### config.mk
export PLATFORM = sky130hd
export DESIGN_NAME = unified_mem_arbiter
export DESIGN_NICKNAME = d
export VERILOG_FILES = /design/src/rtl/unified_mem_arbiter.sv
export SDC_FILE = /design/constraint.sdc
export NUM_CORES = 1
export LEC_CHECK = 0
export CAP_MARGIN = 20
export CORE_AREA = 4 4 104 106
export CTS_CLUSTER_SIZE = 16
export DETAILED_ROUTE_END_ITERATION = 16
export DIE_AREA = 0 0 108 110
export GPL_TIMING_DRIVEN = 1
export PLACE_DENSITY_LB_ADDON = 0.3
export SETUP_SLACK_MARGIN = 0.2
export SLEW_MARGIN = 20
export SYNTH_ARGS = -nofsm -noshare
export SYNTH_HDL_FRONTEND = slang
export SYNTH_SLANG_ARGS = --single-unit
### constraint.sdc
create_clock -name GLOBAL_CLK_IN -period 3.8 [get_ports GLOBAL_CLK_IN]
set_input_delay 0.57 -clock GLOBAL_CLK_IN [delete_from_list [all_inputs] [get_ports GLOBAL_CLK_IN]]
set_output_delay 0.57 -clock GLOBAL_CLK_IN [all_outputs]
set_load 0.02 [all_outputs]
### src/rtl/unified_mem_arbiter.sv
`default_nettype none
// ============================================================================
// Module   : unified_mem_arbiter
// Purpose  : Shares one single-port, 1-cycle-latency memory between IFU and
//            LSU: LSU priority with a streak guard, responses routed back.
// Revision : 1.0 - initial release
// ============================================================================
module unified_mem_arbiter #(
    parameter int ADDR_WIDTH = 32,
    parameter int DATA_WIDTH = 32,
    parameter int MAX_STREAK = 4
) (
    input  logic                      GLOBAL_CLK_IN,
    input  logic                      GLOBAL_RST_N,

    input  logic                      ifu_req,
    input  logic [ADDR_WIDTH-1:0]     ifu_addr,
    output logic                      ifu_gnt,
    output logic                      ifu_rvalid,
    output logic [DATA_WIDTH-1:0]     ifu_rdata,

    input  logic                      lsu_req,
    input  logic                      lsu_we,
    input  logic [DATA_WIDTH/8-1:0]   lsu_be,
    input  logic [ADDR_WIDTH-1:0]     lsu_addr,
    input  logic [DATA_WIDTH-1:0]     lsu_wdata,
    output logic                      lsu_gnt,
    output logic                      lsu_rvalid,
    output logic [DATA_WIDTH-1:0]     lsu_rdata,

    output logic                      mem_en,
    output logic [DATA_WIDTH/8-1:0]   mem_we,
    output logic [ADDR_WIDTH-3:0]     mem_addr,
    output logic [DATA_WIDTH-1:0]     mem_wdata,
    input  logic [DATA_WIDTH-1:0]     mem_rdata
);

    localparam logic [3:0] c_MAX_STREAK = 4'(MAX_STREAK);

    typedef enum logic [1:0] {
        OWN_NONE = 2'd0,
        OWN_IFU  = 2'd1,
        OWN_LSU  = 2'd2
    } owner_t;

    owner_t     r_resp_owner;
    logic       r_resp_is_store;
    logic [3:0] r_streak;

    logic       w_lsu_win;
    logic       w_ifu_win;
    logic       w_unused;

    // Reset gates the grants so nothing reaches memory while held in reset.
    always_comb begin
        w_lsu_win = GLOBAL_RST_N && lsu_req && (!ifu_req || (r_streak < c_MAX_STREAK));
        w_ifu_win = GLOBAL_RST_N && ifu_req && !w_lsu_win;
    end

    assign ifu_gnt   = w_ifu_win;
    assign lsu_gnt   = w_lsu_win;
    assign mem_en    = w_ifu_win | w_lsu_win;
    assign mem_addr  = w_lsu_win ? lsu_addr[ADDR_WIDTH-1:2] : ifu_addr[ADDR_WIDTH-1:2];
    assign mem_we    = (w_lsu_win && lsu_we) ? lsu_be : '0;
    assign mem_wdata = lsu_wdata;

    assign w_unused  = ^{ifu_addr[1:0], lsu_addr[1:0]};

    always_ff @(posedge GLOBAL_CLK_IN) begin
        if (!GLOBAL_RST_N) begin
            r_resp_owner    <= OWN_NONE;
            r_resp_is_store <= 1'b0;
            r_streak        <= 4'd0;
        end else begin
            if (w_ifu_win) begin
                r_resp_owner <= OWN_IFU;
            end else if (w_lsu_win) begin
                r_resp_owner <= OWN_LSU;
            end else begin
                r_resp_owner <= OWN_NONE;
            end

            if (w_lsu_win) begin
                r_resp_is_store <= lsu_we;
            end

            // Count LSU wins only while the IFU is left waiting.
            if (w_ifu_win || !ifu_req) begin
                r_streak <= 4'd0;
            end else if (w_lsu_win && (r_streak < c_MAX_STREAK)) begin
                r_streak <= r_streak + 4'd1;
            end
        end
    end

    // A response in flight when reset asserts is dropped immediately.
    assign ifu_rvalid = GLOBAL_RST_N && (r_resp_owner == OWN_IFU);
    assign lsu_rvalid = GLOBAL_RST_N && (r_resp_owner == OWN_LSU);
    assign ifu_rdata  = mem_rdata;
    assign lsu_rdata  = r_resp_is_store ? '0 : mem_rdata;

endmodule
`default_nettype wire
==> impl_metrics.ini, run 1 <==
[clock_tree]
htree_levels = 1
cts_root_buf = clkbuf_8
cts_made_buffers = 3
cts_hold_buf = 0
cts_num_sinks = 7
clock_path_buffers = 2
cts_resized = 0
cts_setup_buffers = 0
clk-insertion-delay-late_ps = 220
cts_tree = built
clk_pin_slew_ps = 40

[synth]
yosysMostFrequentCell = buf_4
synthMuxAreaShare_pct = 27.9
seq_area_frac_synth_pct = 9.95
synth_compound_area_share_pct = 0.888
yosys_most_used_dff = dfxtp_1
yosys.area.top_type = buf_4
async_reset_ff_share_pct = 0
syn_nets = 303
synth_xor_area_share_pct = 0
synth_top_family_by_area = buffers and inverters
synth_common_cells = buf_4 (65), nor2b_1 (32), mux2_2 (18), mux2_4 (12), dfxtp_1 (7)
synth-edff-count = 0
synth-adder-area-share_pct = 0.888
yosys-top-cells-area = buf_4 (35%), mux2_2 (14%), nor2b_1 (14%), mux2_4 (13%), dfxtp_1 (9.9%)
synth.distinct_cells = 20
avgSynthCellArea_um2 = 8.54
synth_top_area_share_pct = 34.6
ys_ff_latch = 7
yosysWarnings = 0
synthesis.area_um2 = 1410
synthCells = 165
synth-simple-area-share_pct = 21.2

[placement]
dpl_worst_slack_ps = 502
dp.cells = 432
portBuffers = 203
gp_congestion = 0.671
dpl.hpwl_um = 5040
placed_area_um2 = 3100

[sta]
final-hold-violation-count = 0
setup_violations = 0
fin_ws_ps = 541
rsz0062_at_grt = false
hold_ws_ps = 416
clock.fmax_mhz = 307
final.setup.tns_ps = 0
skew_ps = 1.36
max_slew_margin_pct = 63.7
post-route-min-period_ps = 3260
worst_pin_slew_ps = 545
finalCritPeriodShare_pct = 85.8
report.final.slew_viol_count = 0

[hold_path]
hold_path.class = reg -> reg

[setup_path]
cp-start-kind = input port
path_cells = clkdlybuf4s50_1 -> and3_4 -> buf_12 -> mux2_2 -> clkdlybuf4s50_1
required_ps = 3230
critPathMaxFanout = 23
critPathMaxStageDelay_ps = 590
setup.worst_path.class = in -> out
critPathSlowestCell = clkdlybuf4s50_1
arrival_ps = 2690
endpoint_kind = output port
critPathBufInv = 3
path_common_cell = clkdlybuf4s50_1
crit_family = buffers and inverters

[route]
vias_per_cell = 3.51
drc = 0
via_count = 1530
drtPass1Iterations = 3
wl_um = 5660
drtIter0Drc = 30
ant_nets = 0
wl_per_cell_um = 13.0

[die]
initial_core_util_pct = 14.4
core-area_um2 = 9770
rows = 36
die-area_um2 = 11900
die_height_um = 110
die_w_um = 108
ios = 272

[power]
switching_share_pct = 33.7
p_int_mw = 0.402
clkPwrFrac_pct = 16.7
seqPwrFrac_pct = 13.9
p_per_area_nw_per_um2 = 193
p_leak_nw = 1.21
p_sw_mw = 0.204
peakVddDrop_mv = 0.0860
p_comb_share_pct = 69.4

[global_routing]
grt_pass1_wl_um = 7830
gr-total-overflow = 0
grt_usage_pct = 8.20
grt_pass1_vias = 1557
grt_max_degree = 31
antenna_found_initial = 0

[layout]
final_area_um2 = 3140
antenna_cells = 0
drive_above_1_share_pct = 12.5
instances_no_fill = 436
fill_cells = 1061
area_growth_pct = 123
finalNetCount = 442

[job]
cap_violations = 0

[outcome]
status = finished clean
final cells by class:
type / instances / area, um^2 / area share, %
inverters: 3 / 11.3 / 0.358
flip-flops and latches: 7 / 141 / 4.50
clock buffers: 4 / 45.0 / 1.43
multi-input cells: 84 / 721 / 22.9
well taps: 133 / 166 / 5.29
repair buffers: 205 / 2060 / 65.5
path summary, 6_finish.rpt:
kind                                      start              end  slack [ps]  depth (start not counted)
worst max-delay path               GLOBAL_RST_N      mem_addr[6]         540                          5
worst min-delay path                r_streak[0]      r_streak[0]         420                          1
worst max register to register  r_resp_is_store  r_resp_is_store        2670                          3
worst min register to register      r_streak[0]      r_streak[0]         420                          1
per-layer routing:
metal,vias to the layer above,GRT usage (%),part of all wire (%)
met5,-,0,0
met4,0,1.08,0.11
met3,4,2.91,11
met2,93,15.3,54
met1,690,9.17,35
li1,743,-,-
metrics by stage:
step / util [%] / total power, mW
global route: 32.2 / 0.641
floorplan: - / 0.327
detailed placement: 31.7 / 0.511
finish: 32.2 / 0.606
CTS: 32.2 / 0.617
global placement: 31.7 / 0.508
flip-flops by register name, summed over array words and instances, names as in the netlist:
| register | flops |
|---|---|
| r_streak | 4 |
| r_resp_owner | 2 |
| r_resp_is_store | 1 |
power groups by stage:
stage          Sequential [mW]  Combinational, mW  Clock, mW
6_report                0.0843              0.420      0.101
4_1_cts                 0.0852              0.426      0.106
5_1_grt                 0.0859              0.444      0.111
3_5_place_dp            0.0864              0.425          0
2_1_floorplan           0.0794              0.247          0
3_3_place_gp            0.0857              0.422          0
layout by cell type, fill, tap and decap left out:
master	count
nor2_1	6
and3_1	5
ha_1	1
dfxtp_2	1
clkbuf_1	1
buf_12	1
dfxtp_1	6
or4b_4	1
buf_4	1
and3b_1	1
clkbuf_8	3
o21ai_1	1
o21a_1	1
conb_1	1
nand2_1	3
mux2i_1	1
clkdlybuf4s50_1	203
inv_1	3
nor2b_1	32
mux2_4	12
and3_4	1
mux2_2	18
cell families after synthesis:
kind of cell / count (synthesis)
DFF: 7
buffers and inverters: 74
adders and majority gates: 1
AOI/OAI and AO/OA: 2
and+or+nand+nor: 49
other: 1
muxes: 31
No activity file was read; power rests on OpenSTA's default activity.
==> inputs of run 2 (changes only) <==
--- a/config.mk
+++ b/config.mk
@@ -11,6 +11,7 @@
 export DETAILED_ROUTE_END_ITERATION = 16
 export DIE_AREA = 0 0 108 110
 export GPL_TIMING_DRIVEN = 1
+export MAX_ROUTING_LAYER = met4
 export PLACE_DENSITY_LB_ADDON = 0.3
 export SETUP_SLACK_MARGIN = 0.2
 export SLEW_MARGIN = 20
==> run 2 against run 1 <==
  * Worst hold slack did not move
  * Register-to-register slack about the same
  * Critical endpoint unchanged
  * Critical path depth is the same
  * Clock power barely moved
  * Clock-buffer cell count unchanged
  * Non-clock buffer count is the same
  * Largest power group unchanged
==> impl_metrics.ini, run 2 (same netlist as run 1, synthesis figures left out) <==
[setup_path]
cp-start-kind = input port
endpoint_kind = output port
setup.worst_path.class = in -> out
required_ps = 3230
critPathMaxFanout = 23
arrival_ps = 2690

[layout]
regMostFlops = r_streak
regArea_um2 = 141
area_growth_pct = 123
multiInputGateArea_um2 = 721
final_area_um2 = 3140
drive_above_1_share_pct = 12.5
antenna_cells = 0
final_common_cell = clkdlybuf4s50_1
largest_reg_flops = 4
top_regs = r_streak x4, r_resp_owner x2, r_resp_is_store x1
fill_cells = 1061
finalNetCount = 442
instances_no_fill = 436
final_cell_mix = clkdlybuf4s50_1 (203), nor2b_1 (32), mux2_2 (18)

[clock_tree]
cts_root_buf = clkbuf_8
cts_hold_buf = 0
clk-insertion-delay-late_ps = 220
cts_setup_buffers = 0
htree_levels = 1
cts_num_sinks = 7
clk_pin_slew_ps = 40
clock_path_buffers = 2
cts_made_buffers = 3
cts_tree = built
cts_resized = 0

[route]
drtPass1Iterations = 3
drc = 0
wl_per_cell_um = 13.0
ant_nets = 0
wl_um = 5660
via_count = 1531
drtIter0Drc = 37
vias_per_cell = 3.51

[sta]
final-hold-violation-count = 0
post-route-min-period_ps = 3260
fin_ws_ps = 544
max_slew_margin_pct = 63.7
setup_violations = 0
rsz0062_at_grt = false
finalCritPeriodShare_pct = 85.7
worst_pin_slew_ps = 545
final.setup.tns_ps = 0
clock.fmax_mhz = 307
report.final.slew_viol_count = 0
skew_ps = 1.36

[placement]
gp_congestion = 0.677
dpl_worst_slack_ps = 502
portBuffers = 203
dpl.hpwl_um = 5040
placed_area_um2 = 3100
dp.cells = 432

[global_routing]
grt_pass1_vias = 1563
gr-total-overflow = 0
grt_max_degree = 31
antenna_found_initial = 0
grt_pass1_wl_um = 7800
grt_usage_pct = 8.40

[die]
die-area_um2 = 11900
rows = 36
die_height_um = 110
initial_core_util_pct = 14.4
core-area_um2 = 9770
die_w_um = 108
ios = 272

[hold_path]
hold_path.class = reg -> reg

[job]
cap_violations = 0

[outcome]
status = finished clean

[power]
p_per_area_nw_per_um2 = 193
p_leak_nw = 1.21
peakVddDrop_mv = 0.0860
## run 2: cell counts in the layout (fill, tap and decap cells not counted)
Identical to the previous run, type by type.
## run 2: through the flow
stage	hold slack, ps	utilization (%)	power, mW
after CTS	419	32.2	0.617
after detailed placement	413	31.7	0.511
final	416	32.2	0.606
after global placement	408	31.7	0.508
after floorplan	396	-	0.327
after global routing	442	32.2	0.640
## run 2: worst max-delay path, cell delays in order
cell	delay, ps
clkdlybuf4s50_1	590
and3_4	380
buf_12	230
mux2_2	370
clkdlybuf4s50_1	540
## run 2: area by class of cell
cell class	instances	area share [%]
Inverter	3	0.358
Multi-Input combinational cell	84	22.9
Sequential cell	7	4.50
Clock buffer	4	1.43
Tap cell	133	5.29
Timing Repair Buffer	205	65.5
## run 2: worst paths after layout
path | startpoint | to | slack [ps] | depth (start not counted)
min | r_streak[0] | r_streak[0] | 420 | 1
min reg2reg | r_streak[0] | r_streak[0] | 420 | 1
max reg2reg | r_resp_is_store | r_resp_is_store | 2660 | 3
max | GLOBAL_RST_N | mem_addr[6] | 540 | 5
## run 2: per-layer routing
| metal | global-route usage, % | share of wire (%) | wire length (um) | up-vias |
|---|---|---|---|---|
| met5 | - | 0 | 0 | - |
| met2 | 15.4 | 54 | 3060 | 93 |
| li1 | - | - | - | 743 |
| met1 | 9.55 | 36 | 2050 | 691 |
| met4 | 1.08 | 0.11 | 6 | 0 |
| met3 | 2.04 | 9.7 | 547 | 4 |
## run 2: power by group
| group | internal (mW) | switching (mW) |
|---|---|---|
| Clock | 0.0723 | 0.0291 |
| Sequential | 0.0769 | 0.00737 |
| Combinational | 0.253 | 0.168 |
